**src/rtl/solver_feeder.sv**
```systemverilog
// solver_feeder: host-side initiator for one solver instance.
// Optional watchdog: define SOLVER_FEEDER_TIMEOUT_EN.
//
// Flow: a point arrives on pt_*. Dirty limb-count and iteration-limit
// shadows are pushed first. The limbs are then written, the solver is
// started, and its iteration count comes back tagged on res_*.
//
// Ports:
//   clock, reset           clock, async active-high reset
//   cfg_num_limbs[_en]     limb-count shadow write
//   cfg_iter_lim[_en]      iteration-limit shadow write
//   pt_valid/pt_ready      point limb stream (pt_real, pt_imag, pt_last, pt_tag)
//   wr_*_en, wr_index      solver limb/config write port (registered)
//   real_data, imag_data
//   num_limbs_data, iter_lim_data
//   start                  solver start pulse (registered)
//   out_ready, iterations  solver done/idle flag and result
//   res_valid/res_ready    result stream (res_iterations, res_tag)
//   err_len                sticky: beat count differed from num_limbs
//   timeout                sticky watchdog flag (0 without the watchdog)
module solver_feeder #(
  parameter int LIMB_INDEX_BITS = 6,
  parameter int LIMB_SIZE_BITS  = 27,
  parameter int TAG_BITS        = 16,
  parameter int TIMEOUT_BITS    = 24
) (
  input  logic                       clock,
  input  logic                       reset,
  input  logic                       cfg_num_limbs_en,
  input  logic [LIMB_INDEX_BITS-1:0] cfg_num_limbs,
  input  logic                       cfg_iter_lim_en,
  input  logic [15:0]                cfg_iter_lim,
  input  logic                       pt_valid,
  output logic                       pt_ready,
  input  logic [LIMB_SIZE_BITS-1:0]  pt_real,
  input  logic [LIMB_SIZE_BITS-1:0]  pt_imag,
  input  logic                       pt_last,
  input  logic [TAG_BITS-1:0]        pt_tag,
  output logic                       wr_real_en,
  output logic                       wr_imag_en,
  output logic [LIMB_INDEX_BITS-1:0] wr_index,
  output logic [LIMB_SIZE_BITS-1:0]  real_data,
  output logic [LIMB_SIZE_BITS-1:0]  imag_data,
  output logic                       wr_num_limbs_en,
  output logic [LIMB_INDEX_BITS-1:0] num_limbs_data,
  output logic                       wr_iter_lim_en,
  output logic [15:0]                iter_lim_data,
  output logic                       start,
  input  logic                       out_ready,
  input  logic [15:0]                iterations,
  output logic                       res_valid,
  input  logic                       res_ready,
  output logic [15:0]                res_iterations,
  output logic [TAG_BITS-1:0]        res_tag,
  output logic                       err_len,
  output logic                       timeout
);

  typedef enum logic [2:0] {
    S_IDLE,
    S_CFG,
    S_LOAD,
    S_START,
    S_WAIT_LO,
    S_WAIT_HI,
    S_RESULT
  } state_t;

  state_t r_state;
  state_t w_next;

  logic [LIMB_INDEX_BITS-1:0] r_nl_shadow;
  logic [15:0]                r_il_shadow;
  logic                       r_nl_dirty;
  logic                       r_il_dirty;
  logic [LIMB_INDEX_BITS-1:0] r_idx;
  logic [LIMB_INDEX_BITS:0]   r_beats;
  logic [LIMB_INDEX_BITS:0]   w_beat_cnt;

  logic w_beat;
  logic w_go_cfg;
  logic w_done;
  logic w_wdog_fire;

  assign pt_ready   = (r_state == S_LOAD);
  assign res_valid  = (r_state == S_RESULT);
  assign w_beat     = (r_state == S_LOAD) && pt_valid;
  assign w_done     = (r_state == S_WAIT_HI) && out_ready;
  assign w_beat_cnt = r_beats + 1'b1;

  // A waiting point may enter CFG straight from a completed handshake.
  assign w_go_cfg = pt_valid &&
    ((r_state == S_IDLE) ||
     ((r_state == S_RESULT) && res_ready));

`ifdef SOLVER_FEEDER_TIMEOUT_EN
  localparam logic [TIMEOUT_BITS-1:0] WDOG_LAST =
    {TIMEOUT_BITS{1'b1}} - 1'b1;

  logic [TIMEOUT_BITS-1:0] r_wdog;
  logic                    r_timeout;
  logic                    w_waiting;

  assign w_waiting =
    (r_state == S_WAIT_LO) || (r_state == S_WAIT_HI);
  // r_wdog counts completed wait cycles; fire on the last allowed one.
  assign w_wdog_fire = w_waiting && (r_wdog == WDOG_LAST);
  assign timeout = r_timeout;

  always_ff @(posedge clock or posedge reset) begin
    if (reset) begin
      r_wdog    <= '0;
      r_timeout <= 1'b0;
    end else begin
      if (w_waiting && !w_wdog_fire)
        r_wdog <= r_wdog + 1'b1;
      else
        r_wdog <= '0;
      if (w_wdog_fire)
        r_timeout <= 1'b1;
    end
  end
`else
  assign w_wdog_fire = 1'b0;
  // Constant 0; the comparison only keeps the parameter referenced.
  assign timeout = (TIMEOUT_BITS < 0);
`endif

  always_ff @(posedge clock or posedge reset) begin
    if (reset)
      r_state <= S_IDLE;
    else
      r_state <= w_next;
  end

  always_comb begin
    w_next = r_state;
    unique case (r_state)
      S_IDLE:    if (pt_valid) w_next = S_CFG;
      S_CFG:     w_next = S_LOAD;
      S_LOAD:    if (w_beat && pt_last) w_next = S_START;
      S_START:   w_next = S_WAIT_LO;
      S_WAIT_LO: begin
        if (w_wdog_fire)     w_next = S_RESULT;
        else if (!out_ready) w_next = S_WAIT_HI;
      end
      S_WAIT_HI: begin
        if (w_wdog_fire || out_ready) w_next = S_RESULT;
      end
      S_RESULT: begin
        if (res_ready) w_next = pt_valid ? S_CFG : S_IDLE;
      end
      default:   w_next = S_IDLE;
    endcase
  end

  always_ff @(posedge clock or posedge reset) begin
    if (reset) begin
      r_nl_shadow     <= LIMB_INDEX_BITS'(1);
      r_il_shadow     <= 16'd256;
      r_nl_dirty      <= 1'b1;
      r_il_dirty      <= 1'b1;
      r_idx           <= '0;
      r_beats         <= '0;
      wr_real_en      <= 1'b0;
      wr_imag_en      <= 1'b0;
      wr_index        <= '0;
      real_data       <= '0;
      imag_data       <= '0;
      wr_num_limbs_en <= 1'b0;
      num_limbs_data  <= LIMB_INDEX_BITS'(1);
      wr_iter_lim_en  <= 1'b0;
      iter_lim_data   <= 16'd256;
      start           <= 1'b0;
      res_iterations  <= '0;
      res_tag         <= '0;
      err_len         <= 1'b0;
    end else begin
      wr_real_en      <= 1'b0;
      wr_imag_en      <= 1'b0;
      wr_num_limbs_en <= 1'b0;
      wr_iter_lim_en  <= 1'b0;
      start           <= (r_state == S_START);

      // Strobes are registered, so the pulses are set up on entry to CFG.
      if (w_go_cfg) begin
        wr_num_limbs_en <= r_nl_dirty;
        wr_iter_lim_en  <= r_il_dirty;
        if (r_nl_dirty) num_limbs_data <= r_nl_shadow;
        if (r_il_dirty) iter_lim_data  <= r_il_shadow;
        r_idx   <= '0;
        r_beats <= '0;
      end

      // A host write on the send edge keeps its dirty bit for the next point.
      if (cfg_num_limbs_en) begin
        r_nl_shadow <= cfg_num_limbs;
        r_nl_dirty  <= 1'b1;
      end else if (w_go_cfg) begin
        r_nl_dirty  <= 1'b0;
      end

      if (cfg_iter_lim_en) begin
        r_il_shadow <= cfg_iter_lim;
        r_il_dirty  <= 1'b1;
      end else if (w_go_cfg) begin
        r_il_dirty  <= 1'b0;
      end

      if (w_beat) begin
        wr_real_en <= 1'b1;
        wr_imag_en <= 1'b1;
        wr_index   <= r_idx;
        real_data  <= pt_real;
        imag_data  <= pt_imag;
        r_idx      <= r_idx + 1'b1;
        if (r_beats != '1)
          r_beats <= w_beat_cnt;
        if (r_beats == '0)
          res_tag <= pt_tag;
        if (pt_last && (w_beat_cnt != {1'b0, num_limbs_data}))
          err_len <= 1'b1;
      end

      if (w_wdog_fire)
        res_iterations <= 16'hFFFF;
      else if (w_done)
        res_iterations <= iterations;
    end
  end

endmodule

```
**config.mk**
```make
export PLATFORM = sky130hd
export DESIGN_NAME = solver_feeder
export DESIGN_NICKNAME = d
export VERILOG_FILES = /design/src/rtl/solver_feeder.sv
export SDC_FILE = /design/constraint.sdc
export NUM_CORES = 1
export LEC_CHECK = 0
export ABC_AREA = 1
export BUFFER_PORTS_ARGS = -buffer_cell sky130_fd_sc_hd__clkbuf_2
export CORE_AREA = 2 2 150 152
export DETAILED_ROUTE_END_ITERATION = 8
export DIE_AREA = 0 0 152 154
export GPL_TIMING_DRIVEN = 0
export HOLD_SLACK_MARGIN = 0.02
export PLACE_DENSITY_LB_ADDON = 0.15
export SLEW_MARGIN = 15
export SYNTH_ARGS = -nofsm -noshare
export SYNTH_HDL_FRONTEND = slang
export SYNTH_SLANG_ARGS = --single-unit
```
**constraint.sdc**
```tcl
create_clock -name clock -period 6.7 [get_ports clock]
set_input_delay 1.005 -clock clock [delete_from_list [all_inputs] [get_ports clock]]
set_output_delay 1.005 -clock clock [all_outputs]
set_load 0.03 [all_outputs]
```
==> key figures, run 1 <==
Yosys
  • Number of synthesized flops with an enable pin: 0
  • Library cells used by synthesis: 35
  • Asr flop ratio synth: 1.00
  • Yosys warning total: 0
  • Biggest area contributors in the synthesized netlist: sky130_fd_sc_hd__dfrtp_1, sky130_fd_sc_hd__nand2_1, sky130_fd_sc_hd__inv_1
  • Flip-flop and latch count after synthesis: 159
  • Top FF cell, synth: sky130_fd_sc_hd__dfrtp_1
  • Synth Cell Area: about 6400 um^2
  • Post-synthesis net count: ~800
  • Number of standard cells after synthesis: 680
  • Proportion of synthesized chip area in sequential cells: 0.622
  • Dominant cell type by area after synthesis: sky130_fd_sc_hd__dfrtp_1
  • Mean cell area of the mapped netlist: 9.43 um^2
  • Area fraction of the dominant cell type after synthesis: 0.597

Run status
  • Result of the run: completed

Layout
  • Relative area change from synthesis to final layout: 33.8%
  • Multi-input combinational cell area: roughly 2000 um^2
  • Share of cells above drive strength 1: 0.341
  • Total Nets Final: roughly 1100
  • Sequential cell area: between 3000 and 4000 um^2
  • Cell Count, Final, Fillers Out: 1230
  • Filler instances: roughly 2200
  • Most common cell after layout, fill and taps aside: sky130_fd_sc_hd__nand2_1
  • Layout Cell Area excl Fill: approximately 8600 um^2
  • Ant diodes: 0
  • Most frequent cells in the layout: sky130_fd_sc_hd__nand2_1, sky130_fd_sc_hd__clkbuf_2, sky130_fd_sc_hd__dfrtp_1
  • Final Core Density: 0.395

Setup path
  • Crit path arrival time: approximately 1.5 ns
  • CP Launch Type: register
  • Destination of the worst register-to-register timing path: res_tag[7]
  • Worst reg2reg path depth: 8
  • Max stage delay cell, worst path: sky130_fd_sc_hd__dfrtp_1
  • Critical Path, Cell by Cell: nor3_4 -> clkbuf_2
  • Highest net fanout along the worst path: 7
  • Data required time of the critical path: 5.69 ns
  • Worst stage delay on the critical path: ~0.48 ns
  • Endpoint kind of the worst setup timing path: output pin
  • Register-to-register setup slack: between 4 and 5 ns
  • Crit Path Class: reg2out
  • Origin of the critical flop-to-flop path: r_beats[0]

Power and ir drop
  • Fraction of power consumed by sequential logic: 0.358
  • Total design power: 4240 uW
  • Switching power share of the total: 0.434
  • Total internal power: 2400 uW
  • Fraction of power consumed by the clock network: 0.233
  • Power density of the placed cells: a little under 500 nW/um^2
  • Proportion of power drawn by combinational gates: 0.409
  • Worst VDD drop: 159 uV
  • Net switching power: between 1500 and 2000 uW
  • Total leakage power: roughly 0.0048 uW

Clocking
  • CTS HTree Levels: 4
  • Insertion delay to the later sink of the worst-skew pair: 0.41 ns
  • Post-CTS Setup Bufs: 0
  • CTS Buffer Depth: 2
  • TritonCTS clock tree: built
  • CTS sink count: 159
  • Root buf cell: sky130_fd_sc_hd__clkbuf_16
  • CTS Buf Count: 17
  • Cells resized by post-CTS repair: 0
  • Clock-pin transition on the worst setup and hold timing paths: about 0.070 ns
  • Hold-fix buffers at CTS: 0

GRT
  • GRT Max-Usage Layer: met2
  • Met3 Resource Use GR: 0.0426
  • Total routing resource utilization after global routing: 0.147
  • Vias in the first global route: ~5300
  • Pin count of the biggest net entering global routing: 90
  • Met2 track utilization from global routing: 0.228
  • Total gr overflow: 0
  • Routing usage on met1: 0.201
  • Initial antenna violation count: 0
  • Wire length of the first global-routing pass: about 28 mm

Timing
  • Final count of negative-setup-slack endpoints: 0
  • Worst slew margin relative to its limit: 0.523
  • Final hold violation count: 0
  • Setup Skew: 0.00718 ns
  • Final period demand of the worst path: roughly 2.5 ns
  • Final period util: 0.368
  • Number of max-slew violations in the final report: 0
  • RSZ-0062 raised after global routing: false
  • Final worst setup slack: 4.23 ns
  • Fmax: just over 400 MHz
  • Transition time of the tightest slew-check pin: a little over 0.7 ns

Hold path
  • Launch instance of the worst min-delay path: err_len
  • Worst hold path stage count: 2
  • Worst min-delay path category: reg2reg
  • Worst min-delay path endpoint: err_len

Floorplanning
  • Core Box Area: around 22000 um^2
  • Die area: approximately 23000 um^2
  • Num rows: 54
  • X dimension of the die: 152 um
  • Height of the die: 154 um
  • # IOs: 239
  • Initial Util: 0.296

Placed design
  • Worst Setup Slack post-DPL: approximately 4.5 ns
  • Post-detailed-placement half-perimeter wirelength: around 12 mm
  • Area post-placement: approximately 8000 um^2
  • Final Wtd Congestion: about 0.77
  • I/O Buffers: between 200 and 250
  • Placed cell count: approximately 1200

Detailed routing
  • Post-DR vias/cell: approximately 4.3
  • Routed WL per cell: roughly 14 um
  • Via count of the routed design: about 5200
  • Remaining design rule violation count: 0
  • Routed wire length: 16.7 mm
  • Number of DRC violations after detailed-routing iteration 0: roughly 310
  • Length of the first detailed-routing pass in iterations: 4
  • Number of nets with antenna violations after routing: 0

Job
  • Number of maximum-capacitance violations: 0
[stage by stage]
stage          setup TNS [ns]  hold WS, ns
6_report                    0        0.466
2_1_floorplan               0        0.453
3_5_place_dp                0        0.452
5_1_grt                     0        0.485
3_3_place_gp          -129.47        0.449
4_1_cts                     0        0.471
[cell usage after synthesis (3+ instances only)]
master                     count
sky130_fd_sc_hd__buf_2        11
sky130_fd_sc_hd__buf_4         3
sky130_fd_sc_hd__buf_6         6
sky130_fd_sc_hd__clkbuf_1     10
sky130_fd_sc_hd__dfrtp_1     153
sky130_fd_sc_hd__dfstp_2       6
sky130_fd_sc_hd__ha_1          3
sky130_fd_sc_hd__inv_1        53
sky130_fd_sc_hd__mux2_2       13
sky130_fd_sc_hd__mux2_4        3
sky130_fd_sc_hd__nand2_1     286
sky130_fd_sc_hd__nand2_2       5
sky130_fd_sc_hd__nand3_1      32
sky130_fd_sc_hd__nor2_1        9
sky130_fd_sc_hd__o21ai_0      32
sky130_fd_sc_hd__o21ai_1      27
sky130_fd_sc_hd__o22ai_1       3
sky130_fd_sc_hd__xor2_1        3
[critical path, delay by kind of cell (launching register included)]
family | cells | cell delay (ns)
flops | 1 | 0.48
simple gates | 1 | 0.30
buf+inv | 1 | 0.27
[cell type report]
| class | instances | area share |
|---|---|---|
| clock inverter | 13 | 0.0177 |
| tap | 280 | 0.0408 |
| inverter | 56 | 0.0257 |
| clock buffer | 19 | 0.0516 |
| sequential | 159 | 0.465 |
| timing repair buffer | 238 | 0.142 |
| multi-input combinational | 435 | 0.237 |
| buffer | 30 | 0.0213 |
[worst max path at each step]
stage               start        endpoint  slack (ns)  cells after the start
2_1_floorplan       reset         err_len        1.41                      1
3_3_place_gp        reset  r_nl_shadow[1]       -0.86                      2
3_5_place_dp     pt_valid     wr_index[3]        4.48                      4
4_1_cts        r_state[2]        pt_ready        4.19                      2
5_1_grt        r_state[2]        pt_ready        4.14                      2
6_report       r_state[2]        pt_ready        4.23                      2
[logic make-up after synthesis]
family | after synthesis | share of synthesized area
and+or+nand+nor | 339 | 0.212
DFF | 159 | 0.622
buffers and inverters | 86 | 0.0617
AOI/OAI and AO/OA | 71 | 0.0597
muxes | 16 | 0.0299
xor gates and xnor gates | 5 | 0.00898
adders and majority gates | 3 | 0.00586
other | 1 | 0.000585
[power by group through the flow]
stage               Sequential, uW  Clock (uW)  Combinational [uW]
finish                        1520         988                1730
detailed placement            1530           0                1760
floorplan                     2130           0                 588
global route                  1570        1070                1900
global placement              1520           0                1750
CTS                           1520        1020                1760
[layer usage]
metal | share of wire | up-vias
met2 | 0.44 | 173
met3 | 0.074 | 12
met1 | 0.48 | 2409
met5 | 0 | -
li1 | - | 2637
met4 | 0.011 | 0
[flip-flops by register name, summed over array words and instances (netlist names)]
| signal | count |
|---|---|
| imag_data | 27 |
| real_data | 27 |
| iter_lim_data | 16 |
| r_il_shadow | 16 |
| res_iterations | 16 |
| res_tag | 16 |
| r_beats | 7 |
| num_limbs_data | 6 |
| r_idx | 6 |
| r_nl_shadow | 6 |
| wr_index | 6 |
| r_state | 3 |
| err_len | 1 |
| r_il_dirty | 1 |
| r_nl_dirty | 1 |
| start | 1 |
| wr_imag_en | 1 |
| wr_iter_lim_en | 1 |
| wr_num_limbs_en | 1 |
(Power assumes the default switching activity.)
==> run 2: changes to the inputs <==
- ABC_AREA: 1 -> 0
- clock period: 6.7 -> 2.45 ns (I/O delays scaled with it)
==> key figures, run 2 <==
Setup path
  • Critical path endpoint: pt_ready
  • Crit path max-delay family: buffers and inverters
  • Crit path arrival time: 1.65 ns (+0.19 ns)
  • Launch point of the worst path: r_state[1]
  • Origin of the critical flop-to-flop path: r_beats[1]
  • Worst stage delay on the critical path: 0.42 ns (-0.06 ns)
  • Endpoint kind of the worst setup timing path: output pin
  • Max stage delay cell, worst path: sky130_fd_sc_hd__dfrtp_1
  • Highest net fanout along the worst path: 10 (+3)
  • Data required time of the critical path: 2.08 ns (-3.61 ns)
  • Buf+Inv Stages, Crit Path: 2 (+1)
  • Worst reg2reg path depth: 6 (-2)
  • Critical Path, Cell by Cell: clkbuf_1 -> nor3b_1 -> clkbuf_2
  • Register-to-register setup slack: 0.62 ns (-4.05 ns)
  • CP Launch Type: register
  • Critical path depth in cells: 3 (+1)
  • Crit Path Class: reg2out
  • Destination of the worst register-to-register timing path: r_beats[3]

Floorplanning
  • Core Box Area: 21700 um^2 (unchanged)
  • Die area: 23400 um^2 (unchanged)
  • Initial Util: 0.298 (+0.00271)
  • Num rows: 54 (unchanged)
  • Height of the die: 154 um (unchanged)
  • X dimension of the die: 152 um (unchanged)
  • # IOs: 239 (unchanged)

Power and ir drop
  • Power density of the placed cells: 1340 nW/um^2 (+170%)
  • Fraction of power consumed by the clock network: 0.224 (-0.009)
  • Total leakage power: 0.00461 uW (-3.1%)
  • Proportion of power drawn by combinational gates: 0.419 (+0.010)
  • Total internal power: 6660 uW (+180%)
  • Switching power share of the total: 0.431 (-0.00293)
  • Total design power: 11700 uW (+180%)
  • Fraction of power consumed by sequential logic: 0.357 (about the same)
  • Net switching power: 5050 uW (+170%)
  • Worst VDD drop: 650 uV (+310%)

GRT
  • Met2 track utilization from global routing: 0.193 (-0.0350)
  • Pin count of the biggest net entering global routing: 35 (-61%)
  • Total routing resource utilization after global routing: 0.132 (-0.0159)
  • Met3 Resource Use GR: 0.0550 (+0.0124)
  • Initial antenna violation count: 0 (unchanged)
  • Wire length of the first global-routing pass: 25.0 mm (-10%)
  • Vias in the first global route: 4840 (-8.8%)
  • Routing usage on met1: 0.179 (-0.0225)
  • Total gr overflow: 0 (unchanged)
  • GRT Max-Usage Layer: met2

Placed design
  • I/O Buffers: 235 (-0.84%)
  • Final Wtd Congestion: 0.746 (-2.8%)
  • Post-detailed-placement half-perimeter wirelength: 11.0 mm (-8.6%)

Timing
  • Worst slew margin relative to its limit: 0.614 (+0.0917)
  • Final period demand of the worst path: 2.01 ns
  • RSZ-0062 raised after global routing: false
  • Setup Skew: 0.0149 ns (+0.00772 ns)
  • Final period util: 0.822
  • Transition time of the tightest slew-check pin: 0.578 ns (-0.134 ns)
  • Final count of negative-setup-slack endpoints: 0 (unchanged)
  • Fmax: 497 MHz
  • Final hold violation count: 0 (unchanged)
  • Number of max-slew violations in the final report: 0 (unchanged)

Layout
  • Share of cells above drive strength 1: 0.449 (+0.108)
  • Final Core Density: 0.402 (+0.00612)
  • Ant diodes: 0 (unchanged)
  • Most frequent cells in the layout: sky130_fd_sc_hd__clkbuf_2, sky130_fd_sc_hd__nand2_1, sky130_fd_sc_hd__dfrtp_1
  • Most common cell after layout, fill and taps aside: sky130_fd_sc_hd__clkbuf_2
  • Biggest registers after layout: imag_data x27, real_data x27
  • Relative area change from synthesis to final layout: 34.6%
  • Total Nets Final: 941 (-11%)

Yosys
  • Library cells used by synthesis: 45 (+29%)
  • Dominant cell type by area after synthesis: sky130_fd_sc_hd__dfrtp_1
  • Synth Cell Area: 6470 um^2 (+0.92%)
  • Proportion of synthesized chip area in sequential cells: 0.616 (-0.00565)
  • Number of synthesized flops with an enable pin: 0 (unchanged)
  • Most instantiated cells after synthesis: sky130_fd_sc_hd__nand2_1, sky130_fd_sc_hd__dfrtp_1, sky130_fd_sc_hd__mux2_2
  • Post-synthesis net count: 681 (-15%)
  • Yosys warning total: 0 (unchanged)
  • Area fraction of the dominant cell type after synthesis: 0.592 (-0.00543)
  • Biggest area contributors in the synthesized netlist: sky130_fd_sc_hd__dfrtp_1, sky130_fd_sc_hd__mux2_2, sky130_fd_sc_hd__nand2_1
  • Top-count cell post-synth: sky130_fd_sc_hd__nand2_1
  • Top FF cell, synth: sky130_fd_sc_hd__dfrtp_1
  • Number of standard cells after synthesis: 562 (-17%)
  • Asr flop ratio synth: 1.00 (unchanged)
  • Mean cell area of the mapped netlist: 11.5 um^2 (+22%)
  • Flip-flop and latch count after synthesis: 159 (unchanged)

Clocking
  • TritonCTS clock tree: built
  • Cells resized by post-CTS repair: 0 (unchanged)
  • CTS Buffer Depth: 2 (unchanged)
  • Clock-pin transition on the worst setup and hold timing paths: 0.07 ns (about the same)
  • CTS sink count: 159 (unchanged)
  • Insertion delay to the later sink of the worst-skew pair: 0.43 ns (+0.02 ns)
  • CTS Buf Count: 17 (unchanged)
  • Root buf cell: sky130_fd_sc_hd__clkbuf_16
  • CTS HTree Levels: 4 (unchanged)

Detailed routing
  • Number of DRC violations after detailed-routing iteration 0: 221 (-29%)
  • Number of nets with antenna violations after routing: 0 (unchanged)
  • Via count of the routed design: 4835 (-7.6%)
  • Post-DR vias/cell: 4.34 (+2.0%)
  • Remaining design rule violation count: 0 (unchanged)
  • Routed wire length: 15.0 mm (-11%)
  • Length of the first detailed-routing pass in iterations: 4 (unchanged)
  • Routed WL per cell: 13.4 um (-1.3%)

Job
  • Number of maximum-capacitance violations: 0 (unchanged)

Hold path
  • Launch instance of the worst min-delay path: pt_imag[23]
  • Worst min-delay path category: in2reg

Run status
  • Result of the run: completed
[run 2: cell types whose count changed after synthesis, moves of 6 or more]
cell and delta:
sky130_fd_sc_hd__o21ai_1 -27, sky130_fd_sc_hd__nand3_1 -24, sky130_fd_sc_hd__mux2_2 +53, sky130_fd_sc_hd__o21ai_0 -22, sky130_fd_sc_hd__inv_1 -44, sky130_fd_sc_hd__mux2_4 +7, sky130_fd_sc_hd__mux2i_1 +6, sky130_fd_sc_hd__nand2_1 -91
sky130_fd_sc_hd__clkbuf_1 +6
[run 2: kinds of logic (layout without fill, tap and decap cells)]
kind of cell,count (synthesis),count (layout),share of synthesized area
buf+inv,43,316,0.0317
fa+ha+maj,3,3,0.00580
mux,82,82,0.147
flops,159,159,0.616
simple gates,228,228,0.149
xor+xnor,11,11,0.0149
other cells,1,1,0.000580
compound gates,35,35,0.0342
[run 2: final cells by class]
| type | count | area [um^2] |
|---|---|---|
| clock buffers | 17 | 425 |
| plain buffers | 33 | 168 |
| fillers | 2208 | 13000 |
| repair buffers | 241 | 1290 |
| flip-flops and latches | 159 | 3990 |
| well taps | 280 | 350 |
| multi-input cells | 360 | 2280 |
| inverters | 10 | 41.3 |
| clock inverters | 15 | 174 |
[run 2: power by group through the flow]
stage	clock, uW	sequential (uW)	combinational, uW
2_1_floorplan	0	5960	1710
3_3_place_gp	0	4220	4950
3_5_place_dp	0	4240	4970
4_1_cts	2730	4200	4990
5_1_grt	2860	4330	5320
6_report	2620	4180	4900
[run 2: worst reg2reg max path, stage by stage, from the launching register on]
cell and delay [ns]:
sky130_fd_sc_hd__dfrtp_1 0.44, sky130_fd_sc_hd__ha_1 0.29, sky130_fd_sc_hd__and3_1 0.29, sky130_fd_sc_hd__a41o_1 0.26, sky130_fd_sc_hd__buf_4 0.16, sky130_fd_sc_hd__mux2i_1 0.12, sky130_fd_sc_hd__a21o_1 0.18
[run 2: metal layers]
| layer | part of all wire | routed length [um] | vias up |
|---|---|---|---|
| li1 | - | - | 2369 |
| met1 | 0.47 | 7050 | 2284 |
| met4 | 0.0097 | 146 | 0 |
| met2 | 0.44 | 6550 | 171 |
| met3 | 0.082 | 1220 | 11 |
| met5 | 0 | 0 | - |
[run 2: worst min path at each step]
stage | end | depth (start not counted)
floorplan | r_idx[5] | 1
global placement | imag_data[26] | 2
detailed placement | real_data[9] | 2
CTS | imag_data[23] | 3
global route | imag_data[8] | 3
finish | imag_data[23] | 3
[run 2: per-stage QoR]
stage                     cells  worst slack (ns)  setup TNS (ns)  instance area, um^2  hold WS [ns]
after floorplan             562            0.0725               0                 6470         0.450
final                      1115             0.436               0                 8710         0.134
after CTS                  1115             0.398               0                 8710         0.107
after global placement     1077             -1.19         -180.23                 8000         0.459
after global routing       1115             0.200               0                 8710         0.116
after detailed placement   1082             0.497               0                 8100         0.276
[run 2: what timing repair did]
item                                   CTS  global route
setup endpoints to repair                0             0
setup buffers                            0             0
endpoints found under the hold margin    3             0
hold buffers                             1             0
